`config.mk`:
```
export PLATFORM = sky130hd
export DESIGN_NAME = mem_arbiter
export DESIGN_NICKNAME = d
export VERILOG_FILES = /design/src/rtl/mem_arbiter.sv
export SDC_FILE = /design/constraint.sdc
export NUM_CORES = 1
export LEC_CHECK = 0
export ABC_CLOCK_PERIOD_IN_PS = 2240
export CAP_MARGIN = 25
export CORE_AREA = 2 2 106 108
export CTS_BUF_LIST = sky130_fd_sc_hd__clkbuf_16
export DETAILED_ROUTE_END_ITERATION = 6
export DIE_AREA = 0 0 108 110
export PLACE_DENSITY_LB_ADDON = 0.05
export SYNTH_ARGS = -nofsm -noshare
export SYNTH_HDL_FRONTEND = slang
export SYNTH_SLANG_ARGS = --single-unit
```
`constraint.sdc`:
```
create_clock -name clk -period 2.24 [get_ports clk]
set_input_delay 0.336 -clock clk [delete_from_list [all_inputs] [get_ports clk]]
set_output_delay 0.336 -clock clk [all_outputs]
set_load 0.01 [all_outputs]
```
`src/rtl/mem_arbiter.sv`:
```
// Purpose : round-robin arbiter sharing one word-wide memory port between the
//           I-cache (requester 0) and D-cache (requester 1); each grant is one
//           full cache-line burst (refill or write-back) run to completion.
// Latency : req sampled in cycle N, mem_req from N+1; done = WORDS + waits + 2.
// Backpressure: mem_ready=0 stalls the burst; all BUSY outputs hold.
// Ports   : req/we/addr/wdata per requester in; word_ack/done per requester out;
//           word_idx, rdata, busy status out; mem_* is the main-memory port.
module mem_arbiter #(
  parameter int LINE_ADDR_LEN = 3
) (
  input  logic                     clk,
  input  logic                     rst,
  input  logic                     req0,
  input  logic                     we0,
  input  logic [31:0]              addr0,
  input  logic [31:0]              wdata0,
  input  logic                     req1,
  input  logic                     we1,
  input  logic [31:0]              addr1,
  input  logic [31:0]              wdata1,
  output logic                     word_ack0,
  output logic                     word_ack1,
  output logic                     done0,
  output logic                     done1,
  output logic [LINE_ADDR_LEN-1:0] word_idx,
  output logic [31:0]              rdata,
  output logic                     busy,
  output logic                     mem_req,
  output logic                     mem_we,
  output logic [31:0]              mem_addr,
  output logic [31:0]              mem_wdata,
  input  logic [31:0]              mem_rdata,
  input  logic                     mem_ready
);

  localparam int WORDS = 1 << LINE_ADDR_LEN;
  localparam logic [LINE_ADDR_LEN-1:0] LAST_IDX = LINE_ADDR_LEN'(WORDS - 1);

  typedef enum logic [1:0] {IDLE, BUSY, DONE} state_t;

  state_t                   state, state_nxt;
  logic                     owner, owner_nxt;
  logic                     burst_we, burst_we_nxt;
  logic                     last_grant, last_grant_nxt;
  logic [31:0]              base_addr, base_addr_nxt;
  logic [LINE_ADDR_LEN-1:0] cnt, cnt_nxt;
  logic                     done0_q, done0_nxt;
  logic                     done1_q, done1_nxt;
  logic                     grant;
  logic [31:0]              sel_addr;

  // Line-offset bits of the request addresses are intentionally dropped.
  logic unused_addr_lsbs;
  assign unused_addr_lsbs = ^{addr0[LINE_ADDR_LEN+1:0], addr1[LINE_ADDR_LEN+1:0]};

  always_ff @(posedge clk or posedge rst) begin
    if (rst) begin
      state      <= IDLE;
      owner      <= 1'b0;
      burst_we   <= 1'b0;
      last_grant <= 1'b1;
      base_addr  <= '0;
      cnt        <= '0;
      done0_q    <= 1'b0;
      done1_q    <= 1'b0;
    end else begin
      state      <= state_nxt;
      owner      <= owner_nxt;
      burst_we   <= burst_we_nxt;
      last_grant <= last_grant_nxt;
      base_addr  <= base_addr_nxt;
      cnt        <= cnt_nxt;
      done0_q    <= done0_nxt;
      done1_q    <= done1_nxt;
    end
  end

  // Next-state logic
  always_comb begin
    state_nxt      = state;
    owner_nxt      = owner;
    burst_we_nxt   = burst_we;
    last_grant_nxt = last_grant;
    base_addr_nxt  = base_addr;
    cnt_nxt        = cnt;
    done0_nxt      = 1'b0;
    done1_nxt      = 1'b0;
    // With both pending, the side that did not win last time gets the grant.
    grant          = (req0 && req1) ? ~last_grant : req1;
    sel_addr       = grant ? addr1 : addr0;
    case (state)
      IDLE: begin
        if (req0 || req1) begin
          owner_nxt     = grant;
          burst_we_nxt  = grant ? we1 : we0;
          base_addr_nxt = {sel_addr[31:LINE_ADDR_LEN+2], {(LINE_ADDR_LEN+2){1'b0}}};
          cnt_nxt       = '0;
          state_nxt     = BUSY;
        end
      end
      BUSY: begin
        if (mem_ready) begin
          cnt_nxt = cnt + 1'b1;
          if (cnt == LAST_IDX) begin
            state_nxt      = DONE;
            last_grant_nxt = owner;
            done0_nxt      = ~owner;
            done1_nxt      = owner;
          end
        end
      end
      DONE: state_nxt = IDLE;
      default: state_nxt = IDLE;
    endcase
  end

  // Output decode: everything but done is a function of BUSY plus live inputs,
  // so an asynchronous reset clears the memory port in the same cycle.
  always_comb begin
    mem_req   = 1'b0;
    mem_we    = 1'b0;
    mem_addr  = '0;
    mem_wdata = '0;
    word_idx  = '0;
    word_ack0 = 1'b0;
    word_ack1 = 1'b0;
    rdata     = '0;
    if (state == BUSY) begin
      mem_req   = 1'b1;
      mem_we    = burst_we;
      // cnt < WORDS, so the offset never carries past the line or into [1:0].
      mem_addr  = base_addr + {{(30-LINE_ADDR_LEN){1'b0}}, cnt, 2'b00};
      mem_wdata = owner ? wdata1 : wdata0;
      word_idx  = cnt;
      rdata     = mem_rdata;
      word_ack0 = mem_ready & ~owner;
      word_ack1 = mem_ready & owner;
    end
  end

  assign done0 = done0_q;
  assign done1 = done1_q;
  assign busy  = (state != IDLE);

endmodule

```
=== Word level (Yosys, flattened, before mapping) ===
Cells that the tools add are included.

* Memories kept: 0
* Memory bits (read-only): 0
* Input port bits: 167
* Logic and storage cells: 53
* Latch bits: 0
* Flip-flop bits (word level): 37
* Memory bits (writable): 0
* Output and inout bits: 106

* $add $sub $neg: 2
* Bitwise gates (word level): 4
* Reduce and logical (&&, ||, !) cells: 9
* Div/mod/pow operators: 0
* Eq/ne operators: 5
* Multiplexer cells: 25
* $lt $le $gt $ge: 0
* Multipliers: 0
* Shift-type cells: 0

{| class="wikitable"
|+ Operators by type and width
! operator !! number
|-
| 32-bit 2-to-1 mux || 5
|-
| 32-bit by 5-bit adder with 32-bit output || 1
|-
| 1-bit 2-to-1 mux || 12
|-
| 3-bit 2-to-1 mux || 3
|-
| 3-bit AND reduction || 3
|-
| 2-bit 2-to-1 mux || 3
|-
| 2-bit != test, second input constant || 3
|-
| 3-bit one-hot mux with 2 select lines || 1
|-
| 2-bit one-hot mux with 2 select lines || 1
|-
| 2-bit nonzero test || 2
|-
| 3-bit by 1-bit adder with 3-bit output, second input constant || 1
|-
| 3-bit equality test, second input constant || 1
|-
| 1-bit AND || 2
|-
| 2-bit by 1-bit equality test with 1-bit output, second input constant || 1
|-
| 2-bit zero test || 1
|-
| 1-bit NOT || 2
|-
| 2-bit AND reduction || 1
|-
| 1-bit logical AND || 1
|-
| 1-bit logical OR || 1
|}

=== Logic depth before layout (Yosys ltp) ===
* Depth in word-level cells: 4
* Gate-level depth with buffers: 7
* Depth with buffers taken out: 5

=== Worst setup path after synthesis ===
No wires, ideal clock.

* Path type: register to output
* Start point: register state[1]
* End point: output word_idx[0]
* Arrival time: 1,478 ps
* Path buffers: 4
* Slack: 426 ps
* Cell stages (with the launch flop): 8
* Required time: 1,904 ps
* Cells stage by stage: dfrtp_1 > nand2b_1 > clkbuf_1 > inv_1 > buf_2 > clkbuf_1 > and2_1 > buf_4

* Longest elaborated chain between the ends: 2

{| class="wikitable"
|+ Ends and longest elaborated chain
! what !! line !! RTL
|-
| start: declaration || 41 || <nowiki>state_t state, state_nxt;</nowiki>
|-
| start signal: assignment || 67 || <nowiki>state <= state_nxt;</nowiki>
|-
| 2-bit by 1-bit equality test with 1-bit output || 128 || <nowiki>if (state == BUSY) begin</nowiki>
|-
| 3-bit 2-to-1 mux || 128 ||
|-
| end: declaration || 25 || <nowiki>output logic [LINE_ADDR_LEN-1:0] word_idx,</nowiki>
|}

Every way passes these cells.

=== Worst setup path in the final report ===
* Start point: register state[1]
* End point: output rdata[27]

* Longest elaborated chain between the ends: 2

{| class="wikitable"
|+ Ends and longest elaborated chain
! what !! line !! RTL
|-
| 2-bit by 1-bit equality test with 1-bit output || 128 ||
|-
| 32-bit 2-to-1 mux || 128 ||
|-
| end: declaration || 26 || <nowiki>output logic [31:0] rdata,</nowiki>
|}

Every way passes these cells.

==> flow_summary_export.csv <==
group,metric,value,unit
outcome,outcome,"complete, no violations",
place,placed_area,0.00555,mm2
place,gp_congestion,0.682,
worst_setup_path,critical_path_class,"flip-flop to output port",
power_and_ir_drop,power.leakage,2.53,nW
worst_setup_path,reg2reg_from,"last_grant",
detailed_routing,wl_per_cell,14.3,um
synthesis,seq_area_frac_synth,0.332,
place,numPlacedInstances,663,
worst_hold_path,hold_class,"input pin to asynchronous set/reset pin",
detailed_routing,avgViaCountPerCell,4.24,
clock_network,clockBufferDepth,2,
detailed_routing,route.detailed.drc,0,
floorplanning,placementRows,38,
global_route,gr-total-overflow,0,
detailed_routing,first_pass_iters,4,
worst_setup_path,required,1900,ps
synthesis,synth_area,0.00279,mm2
final_layout,diodes,0,
timing,finalMaxSlewViolations,0,
floorplanning,ioPinCount,273,
worst_setup_path,r2r_end,"base_addr[6]",
power_and_ir_drop,ir_drop,0.511,mV
clock_network,root_buffer,"clkbuf_16",
worst_setup_path,cp.arrival,1860,ps
global_route,grtUsageTotal,0.148,
timing,final_hold_viol_count,0,
final_layout,drive_above_1_share,0.156,
clock_network,h-tree-depth,2,
detailed_routing,vias,2856,
job,drv_cap,0,
worst_setup_path,r2r_slack,550,ps
clock_network,clkLatencyLatePin,270,ps
final_layout,fin_area,0.00577,mm2
timing,fin_crit,2190,ps
timing,final.period_utilization,0.978,
final_layout,nets,701,
synthesis,syn_inst,278,
timing,setup_viol,0,
detailed_routing,drt_iter0_markers,62,
worst_setup_path,start_kind,"flip-flop",
synthesis,synth-seq-cells,37,
final_layout,final_cell_mix,"clkdlybuf4s50_1, and2_1, nor2_1, mux2_2, dfrtp_1",
global_route,grt_max_degree,44,
synthesis,syn_avg_cell_area,10.0,um2
timing,fmax,456,MHz
detailed_routing,wirelength,9660,um
clock_network,cts_tree,"built",
place,numPortBuffers,260,
place,dpl.hpwl,7590,um
floorplanning,chipWidth,108,um
clock_network,cts_buffers,5,
floorplanning,initial_utilization,0.261,
floorplanning,fp.dieArea,0.0119,mm2
clock_network,cts.sinks,37,
power_and_ir_drop,p_total,5.75,mW
worst_setup_path,worst_setup_path_end_kind,"output port",
timing,rsz0062_at_grt,"true",
power_and_ir_drop,power_density,997,mW/mm2
worst_setup_path,ff2ff_path_depth,4,
synthesis,yosysWarnings,0,
final_layout,fin_cells,673,
timing,finClkSkew,5.22,ps
synthesis,ys_types,25,
detailed_routing,ant_nets,0,
clock_network,path_clk_slew,60,ps
final_layout,area.growth.synth_to_final,107,%
final_layout,final_common_cell,"clkdlybuf4s50_1",
global_route,antenna_found_initial,0,
global_route,grt_pass1_vias,2876,
global_route,grt_pass1_wl,13800,um
floorplanning,die_h,110,um
floorplanning,core,0.0107,mm2
worst_setup_path,worst-path-max-fanout,21,
## worst max-delay path, stage by stage, from the launching register on
cell	delay [ps]
dfrtp_1	420
nand2b_4	180
inv_4	120
clkbuf_16	190
and2_1	130
clkdlybuf4s50_1	540
## final cells by class
| cell class | instances | area, um2 |
|---|---|---|
| well taps | 140 | 175 |
| fillers | 1007 | 4930 |
| clock buffers | 5 | 125 |
| inverters | 5 | 21.3 |
| flip-flops and latches | 37 | 928 |
| clock inverters | 3 | 13.8 |
| repair buffers | 272 | 2790 |
| multi-input cells | 211 | 1720 |
## synth_stat cells (all sizes together)
cell / number / area share
buf: 15 / 0.037
a21bo: 1 / 0.0036
inv: 5 / 0.0067
o21bai: 1 / 0.0027
ha: 2 / 0.0090
nor3: 1 / 0.0018
mux2: 56 / 0.25
nand2: 3 / 0.0040
o21ai: 3 / 0.0054
o311a: 1 / 0.0036
clkbuf: 11 / 0.015
nand3: 1 / 0.0018
dfrtp: 36 / 0.32
conb: 1 / 0.0013
and3: 2 / 0.0045
mux2i: 33 / 0.12
and2: 63 / 0.14
nor2: 38 / 0.051
a31o: 2 / 0.0063
dfstp: 1 / 0.0094
nand2b: 1 / 0.0022
nand3b: 1 / 0.0027
## metal layers
| layer | global-route usage | up-vias | share of wire |
|---|---|---|---|
| met1 | 0.137 | 1293 | 0.35 |
| li1 | - | 1423 | - |
| met4 | 0.0339 | 0 | 0.0096 |
| met5 | 0 | - | 0 |
| met2 | 0.297 | 134 | 0.54 |
| met3 | 0.0647 | 6 | 0.11 |
## worst max path at each step
stage,to,cells past startpoint,slack [ps],startpoint
after detailed placement,word_ack0,4,190,mem_ready
after floorplan,word_idx[0],7,430,state[1]
after CTS,rdata[27],5,9,state[1]
after global placement,word_ack0,4,190,mem_ready
after global routing,rdata[2],5,-9,state[1]
final,rdata[27],5,50,state[1]
## kinds of logic (layout without fill, tap and decap cells)
logic type / after synthesis / after routing / synth area share
buffers and inverters: 31 / 285 / 0.0583
multiplexers: 89 / 89 / 0.368
adder cells (fa/ha/maj): 2 / 2 / 0.00896
flip-flops: 37 / 37 / 0.332
other: 1 / 2 / 0.00134
AO/OA/AOI/OAI: 8 / 8 / 0.0215
AND/OR/NAND/NOR: 110 / 110 / 0.209
## state kept, by name, indices dropped and copies added, names as in the netlist
signal / cells
base_addr: 27
cnt: 3
state: 2
last_grant: 1
done0: 1
burst_we: 1
owner: 1
done1: 1
## power by group
group | total, mW | internal, mW | switching (mW)
registers | 1.13 | 0.985 | 0.149
logic | 3.96 | 2.43 | 1.53
clock network | 0.657 | 0.403 | 0.254
total | 5.75 | 3.82 | 1.93
## what timing repair did
| action | CTS | global route |
|---|---|---|
| cloned | 0 | 2 |
| hold buffers | 0 | 0 |
| buffers inserted | 0 | 0 |
| endpoints found under the setup margin | 32 | 56 |
| resized for setup | 11 | 10 |
## per-stage QoR
| step | setup TNS [ps] | hold slack (ps) | utilization | setup WS [ps] |
|---|---|---|---|---|
| after floorplan | 0 | 472 | - | 426 |
| after global placement | 0 | 480 | 0.519 | 191 |
| after detailed placement | 0 | 487 | 0.519 | 191 |
| after CTS | 0 | 500 | 0.532 | 8.72 |
| after global routing | -98.5 | 512 | 0.540 | -8.96 |
| final | 0 | 493 | 0.540 | 48.5 |
(Power assumes the default switching activity.)
